$ cat config.mk
export PLATFORM = sky130hd
export DESIGN_NAME = data_mem_bridge_flat
export DESIGN_NICKNAME = d
export VERILOG_FILES = /design/src/rtl/data_mem_bridge_pkg.sv /design/src/rtl/data_mem_bridge_if.sv /design/src/rtl/data_mem_bridge_lane_align.sv /design/src/rtl/data_mem_bridge.sv /design/src/flat_wrapper.sv
export SDC_FILE = /design/constraint.sdc
export NUM_CORES = 1
export LEC_CHECK = 0
export CORE_MARGIN = 2
export CORE_UTILIZATION = 38
export DETAILED_ROUTE_END_ITERATION = 6
export PLACE_DENSITY = 0.87
export RECOVER_POWER = 100
export SYNTH_ARGS = -nofsm -noshare
export SYNTH_HDL_FRONTEND = slang
export SYNTH_SLANG_ARGS = --single-unit
$ cat constraint.sdc
create_clock -name clk_i -period 2.1 [get_ports clk_i]
set_clock_uncertainty 0.2 [all_clocks]
set_input_delay 0.21 -clock clk_i [delete_from_list [all_inputs] [get_ports clk_i]]
set_output_delay 0.21 -clock clk_i [all_outputs]
set_load 0.005 [all_outputs]
$ cat src/rtl/data_mem_bridge_pkg.sv
// Shared encodings for the data-memory bridge: access sizes, FSM states and
// the default MMIO register address.
package data_mem_bridge_pkg;

   localparam logic [1:0] SZ_BYTE = 2'b00;
   localparam logic [1:0] SZ_HALF = 2'b01;
   localparam logic [1:0] SZ_WORD = 2'b10;

   localparam logic [31:0] MMIO_BASE_DEF = 32'h0000_2000;

   typedef enum logic {
      ST_IDLE,
      ST_MERGE
   } state_e;

   // The reserved size code behaves exactly like a word access.
   function automatic logic [1:0] norm_size(input logic [1:0] size);
      return (size == 2'b11) ? SZ_WORD : size;
   endfunction

   function automatic logic misaligned(input logic [1:0] size, input logic [1:0] off);
      return ((size == SZ_HALF) && off[0]) || ((size == SZ_WORD) && (off != 2'b00));
   endfunction

endpackage

$ cat src/rtl/data_mem_bridge_if.sv
// Core-side request bus plus SRAM-side port of the data-memory bridge.
// slave: the bridge; master: the core/SRAM environment driving it.
interface data_mem_bridge_if #(
   parameter int unsigned ADDR_W = 10
);
   logic [31:0]       req_addr_i;
   logic [31:0]       req_wdata_i;
   logic              req_we_i;
   logic              req_re_i;
   logic [3:0]        req_mask_i;
   logic [31:0]       rdata_o;
   logic              stall_o;
   logic              misalign_o;
   logic [ADDR_W-1:0] sram_addr_o;
   logic              sram_re_o;
   logic              sram_we_o;
   logic [31:0]       sram_wdata_o;
   logic [31:0]       sram_rdata_i;
   logic [31:0]       mmio_o;

   modport slave (
      input  req_addr_i, req_wdata_i, req_we_i, req_re_i, req_mask_i, sram_rdata_i,
      output rdata_o, stall_o, misalign_o, sram_addr_o, sram_re_o, sram_we_o,
             sram_wdata_o, mmio_o
   );

   modport master (
      output req_addr_i, req_wdata_i, req_we_i, req_re_i, req_mask_i, sram_rdata_i,
      input  rdata_o, stall_o, misalign_o, sram_addr_o, sram_re_o, sram_we_o,
             sram_wdata_o, mmio_o
   );
endinterface

$ cat src/rtl/data_mem_bridge_lane_align.sv
// Byte-lane helper: load extraction with sign/zero extension (i_store=0) or
// sub-word store merge into an existing word (i_store=1).
module lane_align
   import data_mem_bridge_pkg::*;
(
   input  logic        i_store,
   input  logic [31:0] i_word,
   input  logic [15:0] i_wdata,
   input  logic [1:0]  i_size,
   input  logic [1:0]  i_off,
   input  logic        i_unsigned,
   output logic [31:0] o_word
);
   logic [7:0]  w_byte;
   logic [15:0] w_half;
   logic [31:0] w_load;
   logic [31:0] w_mask;
   logic [31:0] w_ins;

   always_comb begin
      case (i_off)
         2'd0: w_byte = i_word[7:0];
         2'd1: w_byte = i_word[15:8];
         2'd2: w_byte = i_word[23:16];
         2'd3: w_byte = i_word[31:24];
      endcase
      w_half = i_off[1] ? i_word[31:16] : i_word[15:0];

      case (i_size)
         SZ_BYTE: w_load = {{24{w_byte[7] & ~i_unsigned}}, w_byte};
         SZ_HALF: w_load = {{16{w_half[15] & ~i_unsigned}}, w_half};
         default: w_load = i_word;
      endcase

      // Only sub-word stores are merged; anything that is not a byte is a half.
      if (i_size == SZ_BYTE) begin
         w_mask = 32'h0000_00FF << {i_off, 3'b000};
         w_ins  = {4{i_wdata[7:0]}};
      end else begin
         w_mask = 32'h0000_FFFF << {i_off[1], 4'b0000};
         w_ins  = {2{i_wdata}};
      end

      o_word = i_store ? ((i_word & ~w_mask) | (w_ins & w_mask)) : w_load;
   end
endmodule

$ cat src/rtl/data_mem_bridge.sv
// RV32I data-memory bridge to a word SRAM: lane handling, sub-word RMW stores,
// misalignment flag. Optional MMIO output register via DATA_MEM_BRIDGE_MMIO_EN.
module data_mem_bridge
   import data_mem_bridge_pkg::*;
#(
   parameter int unsigned ADDR_W    = 10,
   parameter logic [31:0] MMIO_BASE = MMIO_BASE_DEF
) (
   input  logic              clk_i,
   input  logic              reset_i,
   data_mem_bridge_if.slave  bus
);
   state_e            r_state, w_next;
   logic              r_ld_valid, r_ld_uns, r_misalign;
   logic [1:0]        r_ld_off, r_ld_size, r_st_off, r_st_size;
   logic [ADDR_W-1:0] r_st_addr;
   logic [15:0]       r_st_data;

   logic [1:0]        w_size, w_off;
   logic              w_req, w_hit, w_bad, w_accept;
   logic              w_ld_cap, w_st_cap, w_re, w_we;
   logic [ADDR_W-1:0] w_addr;
   logic [31:0]       w_wdata, w_ld_word, w_ld_data, w_merged;
   logic              w_unused_mask;

   assign w_size        = norm_size(bus.req_mask_i[1:0]);
   assign w_off         = bus.req_addr_i[1:0];
   assign w_req         = bus.req_we_i | bus.req_re_i;
   assign w_unused_mask = bus.req_mask_i[3];

`ifdef DATA_MEM_BRIDGE_MMIO_EN
   logic [31:0] r_mmio;
   logic        r_ld_mmio;

   assign w_hit     = (bus.req_addr_i == MMIO_BASE);
   assign w_bad     = misaligned(w_size, w_off) | (w_hit & bus.req_we_i & (w_size != SZ_WORD));
   assign w_ld_word = r_ld_mmio ? r_mmio : bus.sram_rdata_i;
   assign bus.mmio_o = r_mmio;

   always_ff @(posedge clk_i or posedge reset_i) begin
      if (reset_i) begin
         r_mmio    <= '0;
         r_ld_mmio <= 1'b0;
      end else begin
         if (w_accept && bus.req_we_i && w_hit) r_mmio <= bus.req_wdata_i;
         if (w_ld_cap) r_ld_mmio <= w_hit;
      end
   end
`else
   logic w_unused_addr;

   assign w_hit         = 1'b0;
   assign w_bad         = misaligned(w_size, w_off);
   assign w_ld_word     = bus.sram_rdata_i;
   assign bus.mmio_o    = '0;
   assign w_unused_addr = ^{bus.req_addr_i[31:ADDR_W+2], MMIO_BASE};
`endif

   assign w_accept = (r_state == ST_IDLE) & w_req & ~w_bad;

   always_comb begin
      w_next   = r_state;
      w_re     = 1'b0;
      w_we     = 1'b0;
      w_addr   = bus.req_addr_i[ADDR_W+1:2];
      w_wdata  = bus.req_wdata_i;
      w_ld_cap = 1'b0;
      w_st_cap = 1'b0;
      case (r_state)
         ST_IDLE: begin
            if (w_accept) begin
               if (bus.req_we_i) begin
                  if (!w_hit) begin
                     if (w_size == SZ_WORD) begin
                        w_we = 1'b1;
                     end else begin
                        w_re     = 1'b1;
                        w_st_cap = 1'b1;
                        w_next   = ST_MERGE;
                     end
                  end
               end else begin
                  w_ld_cap = 1'b1;
                  w_re     = ~w_hit;
               end
            end
         end
         ST_MERGE: begin
            w_addr  = r_st_addr;
            w_wdata = w_merged;
            w_we    = 1'b1;
            w_next  = ST_IDLE;
         end
         default: w_next = ST_IDLE;
      endcase
   end

   always_ff @(posedge clk_i or posedge reset_i) begin
      if (reset_i) begin
         r_state    <= ST_IDLE;
         r_ld_valid <= 1'b0;
         r_ld_off   <= '0;
         r_ld_size  <= '0;
         r_ld_uns   <= 1'b0;
         r_misalign <= 1'b0;
         r_st_addr  <= '0;
         r_st_data  <= '0;
         r_st_size  <= '0;
         r_st_off   <= '0;
      end else begin
         r_state    <= w_next;
         r_ld_valid <= w_ld_cap;
         r_misalign <= (r_state == ST_IDLE) & w_req & w_bad;
         if (w_ld_cap) begin
            r_ld_off  <= w_off;
            r_ld_size <= w_size;
            r_ld_uns  <= bus.req_mask_i[2];
         end
         if (w_st_cap) begin
            r_st_addr <= bus.req_addr_i[ADDR_W+1:2];
            r_st_data <= bus.req_wdata_i[15:0];
            r_st_size <= w_size;
            r_st_off  <= w_off;
         end
      end
   end

   lane_align u_load (
      .i_store    (1'b0),
      .i_word     (w_ld_word),
      .i_wdata    ('0),
      .i_size     (r_ld_size),
      .i_off      (r_ld_off),
      .i_unsigned (r_ld_uns),
      .o_word     (w_ld_data)
   );

   lane_align u_merge (
      .i_store    (1'b1),
      .i_word     (bus.sram_rdata_i),
      .i_wdata    (r_st_data),
      .i_size     (r_st_size),
      .i_off      (r_st_off),
      .i_unsigned (1'b0),
      .o_word     (w_merged)
   );

   // Enables are masked by reset so a write pending in MERGE never reaches the SRAM.
   assign bus.sram_re_o    = w_re & ~reset_i;
   assign bus.sram_we_o    = w_we & ~reset_i;
   assign bus.sram_addr_o  = w_addr;
   assign bus.sram_wdata_o = w_wdata;
   assign bus.stall_o      = (r_state == ST_MERGE);
   assign bus.misalign_o   = r_misalign;
   assign bus.rdata_o      = r_ld_valid ? w_ld_data : '0;

endmodule

$ cat src/flat_wrapper.sv
// flat-port wrapper written by rule: the top's interface ports become plain ports
module data_mem_bridge_flat import data_mem_bridge_pkg::*;
#(
   parameter int unsigned ADDR_W    = 10,
   parameter logic [31:0] MMIO_BASE = MMIO_BASE_DEF
)
  (clk_i, reset_i, bus_req_addr_i, bus_req_wdata_i, bus_req_we_i, bus_req_re_i, bus_req_mask_i, bus_sram_rdata_i, bus_rdata_o, bus_stall_o, bus_misalign_o, bus_sram_addr_o, bus_sram_re_o, bus_sram_we_o, bus_sram_wdata_o, bus_mmio_o);
  data_mem_bridge_if #(.ADDR_W(ADDR_W)) bus_i ();
  input  logic clk_i;
  input  logic reset_i;
  input wire logic [$bits(bus_i.req_addr_i)-1:0] bus_req_addr_i;
  input wire logic [$bits(bus_i.req_wdata_i)-1:0] bus_req_wdata_i;
  input wire logic [$bits(bus_i.req_we_i)-1:0] bus_req_we_i;
  input wire logic [$bits(bus_i.req_re_i)-1:0] bus_req_re_i;
  input wire logic [$bits(bus_i.req_mask_i)-1:0] bus_req_mask_i;
  input wire logic [$bits(bus_i.sram_rdata_i)-1:0] bus_sram_rdata_i;
  output wire logic [$bits(bus_i.rdata_o)-1:0] bus_rdata_o;
  output wire logic [$bits(bus_i.stall_o)-1:0] bus_stall_o;
  output wire logic [$bits(bus_i.misalign_o)-1:0] bus_misalign_o;
  output wire logic [$bits(bus_i.sram_addr_o)-1:0] bus_sram_addr_o;
  output wire logic [$bits(bus_i.sram_re_o)-1:0] bus_sram_re_o;
  output wire logic [$bits(bus_i.sram_we_o)-1:0] bus_sram_we_o;
  output wire logic [$bits(bus_i.sram_wdata_o)-1:0] bus_sram_wdata_o;
  output wire logic [$bits(bus_i.mmio_o)-1:0] bus_mmio_o;
  assign bus_i.req_addr_i = bus_req_addr_i;
  assign bus_i.req_wdata_i = bus_req_wdata_i;
  assign bus_i.req_we_i = bus_req_we_i;
  assign bus_i.req_re_i = bus_req_re_i;
  assign bus_i.req_mask_i = bus_req_mask_i;
  assign bus_i.sram_rdata_i = bus_sram_rdata_i;
  assign bus_rdata_o = bus_i.rdata_o;
  assign bus_stall_o = bus_i.stall_o;
  assign bus_misalign_o = bus_i.misalign_o;
  assign bus_sram_addr_o = bus_i.sram_addr_o;
  assign bus_sram_re_o = bus_i.sram_re_o;
  assign bus_sram_we_o = bus_i.sram_we_o;
  assign bus_sram_wdata_o = bus_i.sram_wdata_o;
  assign bus_mmio_o = bus_i.mmio_o;
  data_mem_bridge #(.ADDR_W(ADDR_W), .MMIO_BASE(MMIO_BASE)) u_core (.clk_i(clk_i), .reset_i(reset_i), .bus(bus_i));
endmodule
==> results of run 1 <==
[cell families (layout without fill, tap and decap cells)]
kind of cell    count (synthesis)  in the layout  synth area share (%)
mux                            75             75                  25.2
other cells                     1             32                 0.108
flops                          38             38                  27.3
simple gates                   83             84                  12.5
compound gates                116            116                  20.9
buf+inv                        88            322                  13.9
[cell type report]
| cell class | count | area (um2) |
|---|---|---|
| Clock buffer | 6 | 72.6 |
| Tap cell | 108 | 135 |
| Sequential cell | 38 | 956 |
| Inverter | 26 | 100 |
| Timing Repair Buffer | 289 | 2490 |
| Clock inverter | 1 | 7.51 |
| Multi-Input combinational cell | 307 | 2590 |
| Fill cell | 626 | 2450 |
[final timing paths]
check | end | cells after the start
worst max-delay path | bus_rdata_o[30] | 7
worst min-delay path | u_core.r_st_addr[6] | 1
worst max register to register | u_core.r_st_data[12] | 5
worst min register to register | u_core.r_st_addr[6] | 1
max in group asynchronous | u_core.r_st_size[0] | 3
min in group asynchronous | u_core.r_ld_uns | 3
[state kept, by name, summed over array words and instances, names as in the netlist]
signal / cells
u_core.r_st_data: 16
u_core.r_ld_valid: 1
u_core.r_st_size: 2
u_core.bus.stall_o: 1
u_core.r_ld_size: 2
u_core.r_st_off: 2
u_core.r_ld_uns: 1
u_core.r_st_addr: 10
u_core.bus.misalign_o: 1
u_core.r_ld_off: 2
[layer usage]
metal	vias to the layer above	wire, um	global-route usage, %
li1	1901	-	-
met1	2064	5970	36.4
met2	240	7850	50.1
met3	41	1290	7.03
met4	0	488	9.91
met5	-	0	0
[cells in the final DEF, fill, tap and decap left out, types with 4 or more instances in the layout]
| cell | count |
|---|---|
| sky130_fd_sc_hd__buf_4 | 84 |
| sky130_fd_sc_hd__clkdlybuf4s50_1 | 82 |
| sky130_fd_sc_hd__buf_2 | 60 |
| sky130_fd_sc_hd__mux2_2 | 40 |
| sky130_fd_sc_hd__buf_6 | 35 |
| sky130_fd_sc_hd__dfrtp_1 | 34 |
| sky130_fd_sc_hd__conb_1 | 32 |
| sky130_fd_sc_hd__nor2_1 | 26 |
| sky130_fd_sc_hd__a21oi_1 | 25 |
| sky130_fd_sc_hd__inv_1 | 24 |
| sky130_fd_sc_hd__nor2b_1 | 17 |
| sky130_fd_sc_hd__a21oi_2 | 17 |
| sky130_fd_sc_hd__mux2i_1 | 14 |
| sky130_fd_sc_hd__nand2_1 | 11 |
| sky130_fd_sc_hd__mux2i_4 | 11 |
| sky130_fd_sc_hd__o21ai_0 | 9 |
| sky130_fd_sc_hd__o21ai_2 | 9 |
| sky130_fd_sc_hd__a21o_2 | 8 |
| sky130_fd_sc_hd__dlygate4sd2_1 | 8 |
| sky130_fd_sc_hd__a22o_1 | 7 |
| sky130_fd_sc_hd__o21ai_1 | 7 |
| sky130_fd_sc_hd__clkbuf_2 | 6 |
| sky130_fd_sc_hd__mux4_2 | 5 |
| sky130_fd_sc_hd__a31oi_1 | 5 |
| sky130_fd_sc_hd__clkbuf_8 | 5 |
| sky130_fd_sc_hd__mux2_4 | 4 |
| sky130_fd_sc_hd__nor3_1 | 4 |
| sky130_fd_sc_hd__o22ai_1 | 4 |
| sky130_fd_sc_hd__a31oi_4 | 4 |
| sky130_fd_sc_hd__dfrtp_2 | 4 |
[through the flow]
step / util, % / std cells
after floorplan: - / 432
after global placement: 63.0 / 711
after detailed placement: 63.0 / 711
after CTS: 67.5 / 756
after global routing: 72.1 / 775
final: 72.1 / 775
[power groups by stage]
stage / registers [W] / logic, W / clock network (W)
finish: 0.00103 / 0.00200 / 0.000502
global route: 0.00104 / 0.00213 / 0.000547
CTS: 0.000986 / 0.00170 / 0.000508
detailed placement: 0.000984 / 0.00147 / 0
global placement: 0.000971 / 0.00143 / 0
floorplan: 0.000941 / 0.000773 / 0
[repair_timing]
item,in CTS,in global routing
gates resized for setup,316,97
endpoints found under the setup margin,75,66
buffers inserted,34,20
cloned,5,0
pin swaps,32,31
==> flow_results.xml, run 1 <==
<?xml version="1.0" encoding="UTF-8"?>
<metrics>
  <group name="floorplanning">
    <metric name="core_area" unit="mm2">0.00881</metric>
    <metric name="start_util" unit="%">39.5</metric>
    <metric name="top_level_ports" unit="">214</metric>
    <metric name="die_h" unit="um">99.7</metric>
    <metric name="design.die.area" unit="mm2">0.00994</metric>
    <metric name="standard_cell_row_count" unit="">34</metric>
    <metric name="die_width" unit="um">99.7</metric>
  </group>
  <group name="yosys">
    <metric name="number_of_warnings_issued_by_yosys" unit="">0</metric>
    <metric name="synth.cells.most_frequent" unit="">sky130_fd_sc_hd__a21oi_1 (42), sky130_fd_sc_hd__mux2_2 (42), sky130_fd_sc_hd__dfrtp_1 (38)</metric>
    <metric name="synth_cell_type_count" unit="">45</metric>
    <metric name="synth.ff_latch_count" unit="">38</metric>
    <metric name="synth-main-ff-cell" unit="">sky130_fd_sc_hd__dfrtp_1</metric>
    <metric name="yosysTopAreaCellShare" unit="%">27.3</metric>
    <metric name="synth_top_cell_by_area" unit="">sky130_fd_sc_hd__dfrtp_1</metric>
    <metric name="synthesis.area_per_instance" unit="um2">8.67</metric>
    <metric name="number_of_enable_flip_flop_cells_after_synthesis" unit="">0</metric>
    <metric name="synth_area" unit="mm2">0.00348</metric>
    <metric name="synth.yosys.seq_area_share" unit="%">27.3</metric>
    <metric name="syn-instance-count" unit="">401</metric>
    <metric name="synth_top_cells_by_area" unit="">sky130_fd_sc_hd__dfrtp_1 (27%), sky130_fd_sc_hd__mux2_2 (14%), sky130_fd_sc_hd__mux2i_1 (7.5%)</metric>
    <metric name="async_reset_ff_share" unit="%">100</metric>
  </group>
  <group name="global_route">
    <metric name="globalRouteTotalUtil" unit="%">29.4</metric>
    <metric name="grt_antenna_before_repair" unit="">0</metric>
    <metric name="grt_first_pass_wirelength" unit="um">22900</metric>
    <metric name="via_count_of_the_first_global_routing_pass" unit="">4299</metric>
    <metric name="largest_net_degree_at_the_start_of_global_routing" unit="">39</metric>
    <metric name="overflow" unit="">0</metric>
  </group>
  <group name="power">
    <metric name="peakVddDrop" unit="mV">0.440</metric>
    <metric name="static-leakage-power" unit="nW">3.03</metric>
    <metric name="clock_power_share" unit="%">14.2</metric>
    <metric name="power_per_cell_area" unit="mW/mm2">556</metric>
    <metric name="total_power_of_the_final_layout" unit="W">0.00353</metric>
    <metric name="power.switching" unit="W">0.00129</metric>
    <metric name="switching_share" unit="%">36.4</metric>
    <metric name="combPwrFrac" unit="%">56.7</metric>
    <metric name="internal_power" unit="W">0.00225</metric>
    <metric name="power.sequential.fraction" unit="%">29.1</metric>
  </group>
  <group name="detailed_routing">
    <metric name="detailroute.via_count" unit="">4246</metric>
    <metric name="drt-wirelength-per-cell" unit="um">20.1</metric>
    <metric name="postRouteWirelength" unit="um">15600</metric>
    <metric name="drt_pre_antenna_iters" unit="">5</metric>
    <metric name="ant_nets" unit="">0</metric>
    <metric name="initialDrtViolationCount" unit="">248</metric>
    <metric name="drt-vias-per-instance" unit="">5.48</metric>
    <metric name="drc" unit="">0</metric>
  </group>
  <group name="cells_and_area">
    <metric name="area.growth.synth_to_final" unit="%">82.6</metric>
    <metric name="final_layout_size_suffix_gt1_share" unit="%">49.5</metric>
    <metric name="num-nets-final" unit="">771</metric>
    <metric name="num_antenna_cells" unit="">0</metric>
    <metric name="final_cell_area_excluding_filler_cells" unit="mm2">0.00635</metric>
  </group>
  <group name="timing">
    <metric name="slew_headroom" unit="%">32.1</metric>
    <metric name="final_max_slew_viol_count" unit="">0</metric>
    <metric name="finalSetupViolations" unit="">84</metric>
    <metric name="finalWorstPathRequiredPeriod" unit="ns">2.44</metric>
    <metric name="highest_clock_frequency_the_design_can_meet" unit="GHz">0.410</metric>
    <metric name="post-route-worst-setup-slack" unit="ns">-0.341</metric>
    <metric name="hold_slack" unit="ns">0.306</metric>
    <metric name="fin_setup_tns" unit="ns">-9.84</metric>
    <metric name="report.final.hold_viol_count" unit="">0</metric>
    <metric name="grt_setup_unrepaired" unit="">true</metric>
    <metric name="worst_slew_pin_slew" unit="ns">1.02</metric>
    <metric name="min_period_over_period" unit="%">116</metric>
  </group>
  <group name="critical_path">
    <metric name="critPathArrivalTime" unit="ns">2.03</metric>
    <metric name="r2r_start" unit="">u_core.bus.stall_o</metric>
    <metric name="worst_setup_path_end_kind" unit="">primary output</metric>
    <metric name="critPathMaxFanout" unit="">7</metric>
    <metric name="cp_slowest_cell" unit="">sky130_fd_sc_hd__dfrtp_2</metric>
    <metric name="crit_buf_inv" unit="">3</metric>
    <metric name="worst_setup_path_startpoint" unit="">u_core.r_ld_off[1]</metric>
    <metric name="cp_launch_type" unit="">register</metric>
    <metric name="worstPathCellList" unit="">buf_6 &gt; mux2_4 &gt; a32o_2 &gt; nor2_4 &gt; buf_4 &gt; a21oi_2 &gt; buf_2</metric>
    <metric name="critical_path.top_delay_family" unit="">flip-flops</metric>
    <metric name="ff2ff_setup_slack" unit="ns">-0.03</metric>
    <metric name="critical_path_class" unit="">register to primary output</metric>
    <metric name="cp_slowest_stage_delay" unit="ns">0.45</metric>
    <metric name="timing.critical_path.required" unit="ns">1.69</metric>
  </group>
  <group name="hold_path">
    <metric name="hold_crit_path_type" unit="">register to register</metric>
    <metric name="worstHoldStart" unit="">u_core.r_st_addr[6]</metric>
  </group>
  <group name="status">
    <metric name="outcome" unit="">finished with violations</metric>
    <metric name="violated_checks" unit="">setup timing</metric>
  </group>
  <group name="cts">
    <metric name="post_cts_hold_buffer_count" unit="">0</metric>
    <metric name="cts-buffers-inserted" unit="">5</metric>
    <metric name="htree_num_levels" unit="">2</metric>
    <metric name="cts-root-buf" unit="">sky130_fd_sc_hd__clkbuf_8</metric>
    <metric name="clock_tree.buffer_depth" unit="">2</metric>
    <metric name="path_clk_slew" unit="ns">0.08</metric>
    <metric name="tritoncts" unit="">built</metric>
    <metric name="clock_insertion_delay_worst_skew" unit="ns">0.29</metric>
    <metric name="clock_sink_count" unit="">38</metric>
  </group>
  <group name="placed_design">
    <metric name="detailedPlacementHpwl" unit="um">10200</metric>
    <metric name="dp_worst_setup_slack" unit="ns">-0.485</metric>
    <metric name="globalplace.congestion" unit="">0.881</metric>
    <metric name="portBuffers" unit="">160</metric>
    <metric name="postPlaceCellArea" unit="mm2">0.00554</metric>
  </group>
  <group name="job">
    <metric name="maximum_capacitance_violations" unit="">0</metric>
  </group>
</metrics>
(Power assumes the default switching activity.)
==> run 2, diff against run 1 <==
--- a/config.mk
+++ b/config.mk
@@ -8,6 +8,7 @@
 export CORE_MARGIN = 2
 export CORE_UTILIZATION = 38
 export DETAILED_ROUTE_END_ITERATION = 6
+export MAX_ROUTING_LAYER = met4
 export PLACE_DENSITY = 0.87
 export RECOVER_POWER = 100
 export SYNTH_ARGS = -nofsm -noshare
==> constraint.sdc (replaced) <==
create_clock -name clk_i -period 2.55 [get_ports clk_i]
set_clock_uncertainty 0.2 [all_clocks]
set_input_delay 0.255 -clock clk_i [delete_from_list [all_inputs] [get_ports clk_i]]
set_output_delay 0.255 -clock clk_i [all_outputs]
set_load 0.005 [all_outputs]
==> flow_results.xml, run 2 (synthesized netlist as in run 1, its figures left out) <==
<?xml version="1.0" encoding="UTF-8"?>
<metrics>
  <group name="critical_path">
    <metric name="cp_slowest_cell" unit="">sky130_fd_sc_hd__dfrtp_2</metric>
    <metric name="critPathMaxFanout" unit="">7</metric>
    <metric name="cp_slowest_stage_delay" unit="ns">0.42</metric>
    <metric name="crit_buf_inv" unit="">3</metric>
    <metric name="timing.critical_path.required" unit="ns">2.10</metric>
    <metric name="cp_launch_type" unit="">register</metric>
    <metric name="worstPathCellList" unit="">buf_12 &gt; mux2_2 &gt; a32o_2 &gt; nor2_4 &gt; buf_4 &gt; a21oi_1 &gt; dlygate4sd2_1</metric>
    <metric name="critPathArrivalTime" unit="ns">2.14</metric>
    <metric name="worst_setup_path_end_kind" unit="">primary output</metric>
    <metric name="critical_path_class" unit="">register to primary output</metric>
    <metric name="critical_path.top_delay_family" unit="">buffers and inverters</metric>
  </group>
  <group name="floorplanning">
    <metric name="core_area" unit="mm2">0.00881</metric>
    <metric name="top_level_ports" unit="">214</metric>
    <metric name="standard_cell_row_count" unit="">34</metric>
    <metric name="die_width" unit="um">99.7</metric>
    <metric name="die_h" unit="um">99.7</metric>
    <metric name="start_util" unit="%">39.5</metric>
    <metric name="design.die.area" unit="mm2">0.00994</metric>
  </group>
  <group name="global_route">
    <metric name="largest_net_degree_at_the_start_of_global_routing" unit="">58</metric>
    <metric name="globalRouteTotalUtil" unit="%">25.6</metric>
    <metric name="via_count_of_the_first_global_routing_pass" unit="">3758</metric>
    <metric name="overflow" unit="">0</metric>
    <metric name="grt_antenna_before_repair" unit="">0</metric>
    <metric name="grt_first_pass_wirelength" unit="um">19500</metric>
  </group>
  <group name="placed_design">
    <metric name="globalplace.congestion" unit="">0.868</metric>
    <metric name="dp_worst_setup_slack" unit="ns">-0.105</metric>
    <metric name="portBuffers" unit="">160</metric>
    <metric name="detailedPlacementHpwl" unit="um">9790</metric>
  </group>
  <group name="cts">
    <metric name="path_clk_slew" unit="ns">0.08</metric>
    <metric name="post_cts_hold_buffer_count" unit="">0</metric>
    <metric name="htree_num_levels" unit="">2</metric>
    <metric name="clock_sink_count" unit="">38</metric>
    <metric name="cts-buffers-inserted" unit="">5</metric>
    <metric name="clock_insertion_delay_worst_skew" unit="ns">0.30</metric>
    <metric name="cts-root-buf" unit="">sky130_fd_sc_hd__clkbuf_8</metric>
    <metric name="clock_tree.buffer_depth" unit="">2</metric>
    <metric name="tritoncts" unit="">built</metric>
  </group>
  <group name="timing">
    <metric name="slew_headroom" unit="%">35.3</metric>
    <metric name="final_max_slew_viol_count" unit="">0</metric>
    <metric name="worst_slew_pin_slew" unit="ns">0.970</metric>
    <metric name="fin_setup_tns" unit="ns">-0.0701</metric>
    <metric name="grt_setup_unrepaired" unit="">true</metric>
    <metric name="post-route-worst-setup-slack" unit="ns">-0.0444</metric>
    <metric name="min_period_over_period" unit="%">102</metric>
    <metric name="finalSetupViolations" unit="">7</metric>
    <metric name="highest_clock_frequency_the_design_can_meet" unit="GHz">0.385</metric>
    <metric name="finalWorstPathRequiredPeriod" unit="ns">2.59</metric>
    <metric name="report.final.hold_viol_count" unit="">0</metric>
    <metric name="hold_slack" unit="ns">0.309</metric>
  </group>
  <group name="detailed_routing">
    <metric name="postRouteWirelength" unit="um">12900</metric>
    <metric name="detailroute.via_count" unit="">3837</metric>
    <metric name="ant_nets" unit="">0</metric>
    <metric name="initialDrtViolationCount" unit="">221</metric>
    <metric name="drc" unit="">0</metric>
    <metric name="drt_pre_antenna_iters" unit="">7</metric>
    <metric name="drt-vias-per-instance" unit="">5.46</metric>
    <metric name="drt-wirelength-per-cell" unit="um">18.4</metric>
  </group>
  <group name="cells_and_area">
    <metric name="final_layout_size_suffix_gt1_share" unit="%">27.4</metric>
    <metric name="layout_common_cells" unit="">sky130_fd_sc_hd__clkdlybuf4s50_1 (124), sky130_fd_sc_hd__buf_4 (45), sky130_fd_sc_hd__mux2_2 (42), sky130_fd_sc_hd__a21oi_1 (42), sky130_fd_sc_hd__conb_1 (32)</metric>
    <metric name="num-nets-final" unit="">698</metric>
    <metric name="top_regs" unit="">u_core.r_st_data (16), u_core.r_st_addr (10)</metric>
    <metric name="largest_register_ff_count" unit="">16</metric>
    <metric name="most_common_cell_after_layout_fill_and_taps_aside" unit="">sky130_fd_sc_hd__clkdlybuf4s50_1</metric>
    <metric name="area.growth.synth_to_final" unit="%">61.1</metric>
    <metric name="num_antenna_cells" unit="">0</metric>
    <metric name="regMostFlops" unit="">u_core.r_st_data</metric>
  </group>
  <group name="power">
    <metric name="total_power_of_the_final_layout" unit="W">0.00249</metric>
    <metric name="power_per_cell_area" unit="mW/mm2">444</metric>
    <metric name="static-leakage-power" unit="nW">2.70</metric>
    <metric name="peakVddDrop" unit="mV">0.313</metric>
  </group>
  <group name="status">
    <metric name="outcome" unit="">finished with violations</metric>
    <metric name="violated_checks" unit="">setup timing</metric>
  </group>
  <group name="job">
    <metric name="maximum_capacitance_violations" unit="">0</metric>
  </group>
  <group name="hold_path">
    <metric name="hold_crit_path_type" unit="">register to register</metric>
  </group>
</metrics>
[run 2: changes by cell type in the layout (fill, tap and decap cells not counted), moves of 7 or more]
cell	previous run	this run
sky130_fd_sc_hd__mux2i_1	14	23
sky130_fd_sc_hd__dlymetal6s2s_1	0	9
sky130_fd_sc_hd__o21ai_0	9	21
sky130_fd_sc_hd__a21oi_2	17	0
sky130_fd_sc_hd__dlygate4sd2_1	8	15
sky130_fd_sc_hd__o21ai_2	9	0
sky130_fd_sc_hd__clkdlybuf4s50_1	82	124
sky130_fd_sc_hd__mux2i_4	11	0
sky130_fd_sc_hd__a21oi_1	25	42
sky130_fd_sc_hd__buf_4	84	45
sky130_fd_sc_hd__buf_6	35	6
sky130_fd_sc_hd__buf_2	60	0
[run 2: final cells by class]
type                            instances  area [um2]
Timing Repair Buffer                  216        2050
Clock buffer                            6        82.6
Sequential cell                        38         962
Fill cell                             719        3200
Tap cell                              108         135
Multi-Input combinational cell        307        2270
Clock inverter                          2        12.5
Inverter                               26        97.6
[run 2: worst paths after layout]
| check | startpoint | end | slack (ns) | cells after the start |
|---|---|---|---|---|
| worst max-delay path | u_core.r_ld_off[1] | bus_rdata_o[28] | -0.04 | 7 |
| worst max register to register | u_core.bus.stall_o | u_core.r_ld_uns | 0.47 | 4 |
| worst min register to register | u_core.r_st_addr[3] | u_core.r_st_addr[3] | 0.31 | 1 |
| worst min-delay path | u_core.r_st_addr[3] | u_core.r_st_addr[3] | 0.31 | 1 |
| max in group asynchronous | reset_i | u_core.bus.stall_o | 0.89 | 3 |
| min in group asynchronous | reset_i | u_core.r_st_data[7] | 0.53 | 3 |
[run 2: stage by stage]
| step | area, um2 | cells | utilization, % |
|---|---|---|---|
| global placement | 5220 | 671 | 59.3 |
| floorplan | 3590 | 432 | - |
| detailed placement | 5220 | 671 | 59.3 |
| global route | 5600 | 703 | 63.6 |
| finish | 5600 | 703 | 63.6 |
| CTS | 5430 | 690 | 61.7 |
[run 2: worst reg2reg max path, cell delays in order, from the launching register on]
cell                      delay, ns
sky130_fd_sc_hd__dfrtp_4       0.55
sky130_fd_sc_hd__buf_4         0.17
sky130_fd_sc_hd__or3b_1        0.47
sky130_fd_sc_hd__or2_4         0.29
sky130_fd_sc_hd__mux2_4        0.30
[run 2: what timing repair did]
action | CTS | global route
cloned | 1 | 0
pin swaps | 5 | 9
resized for setup | 53 | 48
buffers inserted | 10 | 13
setup endpoints to repair | 63 | 57
[run 2: power by group]
| part | leakage (nW) | total (W) | switching [W] | internal (W) |
|---|---|---|---|---|
| Clock | 0.0472 | 0.000453 | 0.000235 | 0.000218 |
| Sequential | 0.445 | 0.000826 | 0.000111 | 0.000715 |
| Combinational | 2.21 | 0.00121 | 0.000516 | 0.000694 |
[run 2: metal layers]
| layer | global-route usage (%) | wire length, um | vias up |
|---|---|---|---|
| met5 | - | 0 | - |
| met4 | 6.53 | 170 | 0 |
| met3 | 4.85 | 903 | 16 |
| met2 | 43.3 | 6500 | 204 |
| met1 | 31.5 | 5350 | 1855 |
| li1 | - | - | 1762 |
==> RTL edit, RTL diff (flow settings as in run 1) <==
The option `DATA_MEM_BRIDGE_MMIO_EN` is turned on by a define.
--- a/src/rtl/data_mem_bridge.sv
+++ b/src/rtl/data_mem_bridge.sv
@@ -1,5 +1,7 @@
 // RV32I data-memory bridge to a word SRAM: lane handling, sub-word RMW stores,
 // misalignment flag. Optional MMIO output register via DATA_MEM_BRIDGE_MMIO_EN.
+`define DATA_MEM_BRIDGE_MMIO_EN
+
 module data_mem_bridge
    import data_mem_bridge_pkg::*;
 #(
Behaviour: not the same (a bounded check fails within 4 cycles, from zero or initial values and one cycle with reset_i high).
==> RTL edit against run 1 <==
Die area increased by 41%; cell area increased by 57%; wire length increased by 95%; sequential power increased by 69%; critical path depth decreased by 1; area after synthesis increased by 43%; via count increased by 54%; clock power increased to 3.3 times the old value; utilization increased by 6.0 points; highest routed layer is now met5; sequential cell count increased by 33; worst setup slack got worse by 620 ps; sequential share of layout area increased by 2.9 points; power increased by 98%; the run still ends with setup timing left.
==> RTL edit: results (changes against run 1) <==
GRT
  – GRT Total Usage: 0.3805 (+0.08698)
  – Initial antenna violation count: 2 (+2)

Placed design
  – IO buf count: 212 (+33%)
  – Post-DP HPWL: 14,540 um (+42%)
  – Placed cell areas: 8006 um^2 (+44%)
  – Final Wtd Congestion: 0.9198 (+4.5%)

Timing
  – Final setup viols: 82 (-2.4%)
  – Slew margin rel.: 0.4583 (+0.1376)
  – Final WS setup: -958.0 ps (-616.9 ps)

Synthesis
  – Synth unique cells: 42 (-6.7%)
  – Multiplexer area fraction after synthesis: 0.3834 (+0.1316)
  – Top cells by area, synth: dfrtp_1 (36%), mux2_2 (14%), mux2i_1 (12%), mux2_4 (9.0%), a21oi_1 (4.0%)
  – Register area share after synthesis: 0.3570 (+0.08358)
  – Post-synthesis compound-gate area fraction: 0.1262 (-0.08316)
  – Synth cell count leaders: dfrtp_1 (71), mux2_2 (63), mux2i_1 (59)

Finish
  – Final clock-cell share: 0.03071 (+0.01810)
  – Area of the multi-input gates: 3854 um^2 (+49%)
  – Post-route cell area: 9942 um^2 (+57%)
  – Share of cells above drive strength 1: 0.6206 (+0.1259)
  – Max reg flops: 32 (+16)
  – Layout Nets: 953 (+24%)
  – Sequential share of cell area: 0.1795 (+0.02898)
  – Buffers excl. clock: 419 (+45%)
  – Logic inverters: 6 (-77%)

Min path
  – Critical hold path startpoint: bus_req_addr_i[10]
  – Min-Delay Path Class: primary input to flip-flop
  – Hold Path End: u_core.r_st_addr[8]
  – Hold Crit Depth: 3 (+2)

Worst setup path
  – Worst Path Arrival: 2650 ps (+620 ps)
  – CP endpoint: bus_rdata_o[8]
  – Reg2reg end: u_core.r_ld_uns
  – Slowest cell on crit path: a21oi_1
  – Largest stage delay on the critical path: 620 ps (+170 ps)
  – Worst r2r path cells: 7 (+2)
  – Max FO, Critical Path: 6 (-1)
  – FF-to-FF setup slack: -90 ps (-60 ps)

Power
  – Worst vdd ir: 473.3 uV (+7.5%)
  – Sw Share: 0.3849 (+0.02076)
  – Switching power: 2.690 mW (+110%)
  – Clk pwr: 1.66 mW (+230%)
  – LEAKAGE: 4.416 nW (+46%)

Clocking
  – PostCTS Resize Cnt: 541 (+71%)
  – CTS Hold Bufs: 2 (+2)
  – Clk root buf: clkbuf_16
  – Post-CTS Setup Bufs: 81 (+140%)
  – H-Tree Depth: 3 (+1)

Routing
  – 1st-iter DRT viols: 928 (+270%)
  – Via count: 6,530 (+54%)
  – Routed WL per cell: 29.71 um (+48%)

Outcome
  – Failing checks: setup timing
  – Status: complete, but fails checks
==> RTL edit: cell types whose count changed in the layout (fill, tap and decap cells not counted), moves of 15 or more <==
cell	before	now
conb_1	32	0
mux2_4	4	52
inv_1	24	3
buf_6	35	87
dfrtp_1	34	65
mux2i_1	14	40
buf_4	84	107
dlygate4sd3_1	3	34
clkbuf_2	6	21
==> RTL edit: layer usage <==
layer,part of all wire,track usage
met1,0.33,0.3916
met5,0.00075,0
met3,0.11,0.1173
met4,0.097,0.2902
met2,0.46,0.6456
==> RTL edit: through the flow <==
| step | hold slack, ps | instances | worst slack (ps) | setup TNS (ps) |
|---|---|---|---|---|
| 3_3_place_gp | 283.8 | 905 | -853.0 | -52020 |
| 6_report | 35.69 | 1026 | -958.0 | -30310 |
| 2_1_floorplan | 158.0 | 452 | 13.93 | 0 |
| 3_5_place_dp | 288.2 | 905 | -1039 | -59570 |
| 4_1_cts | 13.58 | 1010 | -533.0 | -22450 |
| 5_1_grt | 34.57 | 1026 | -969.0 | -34930 |
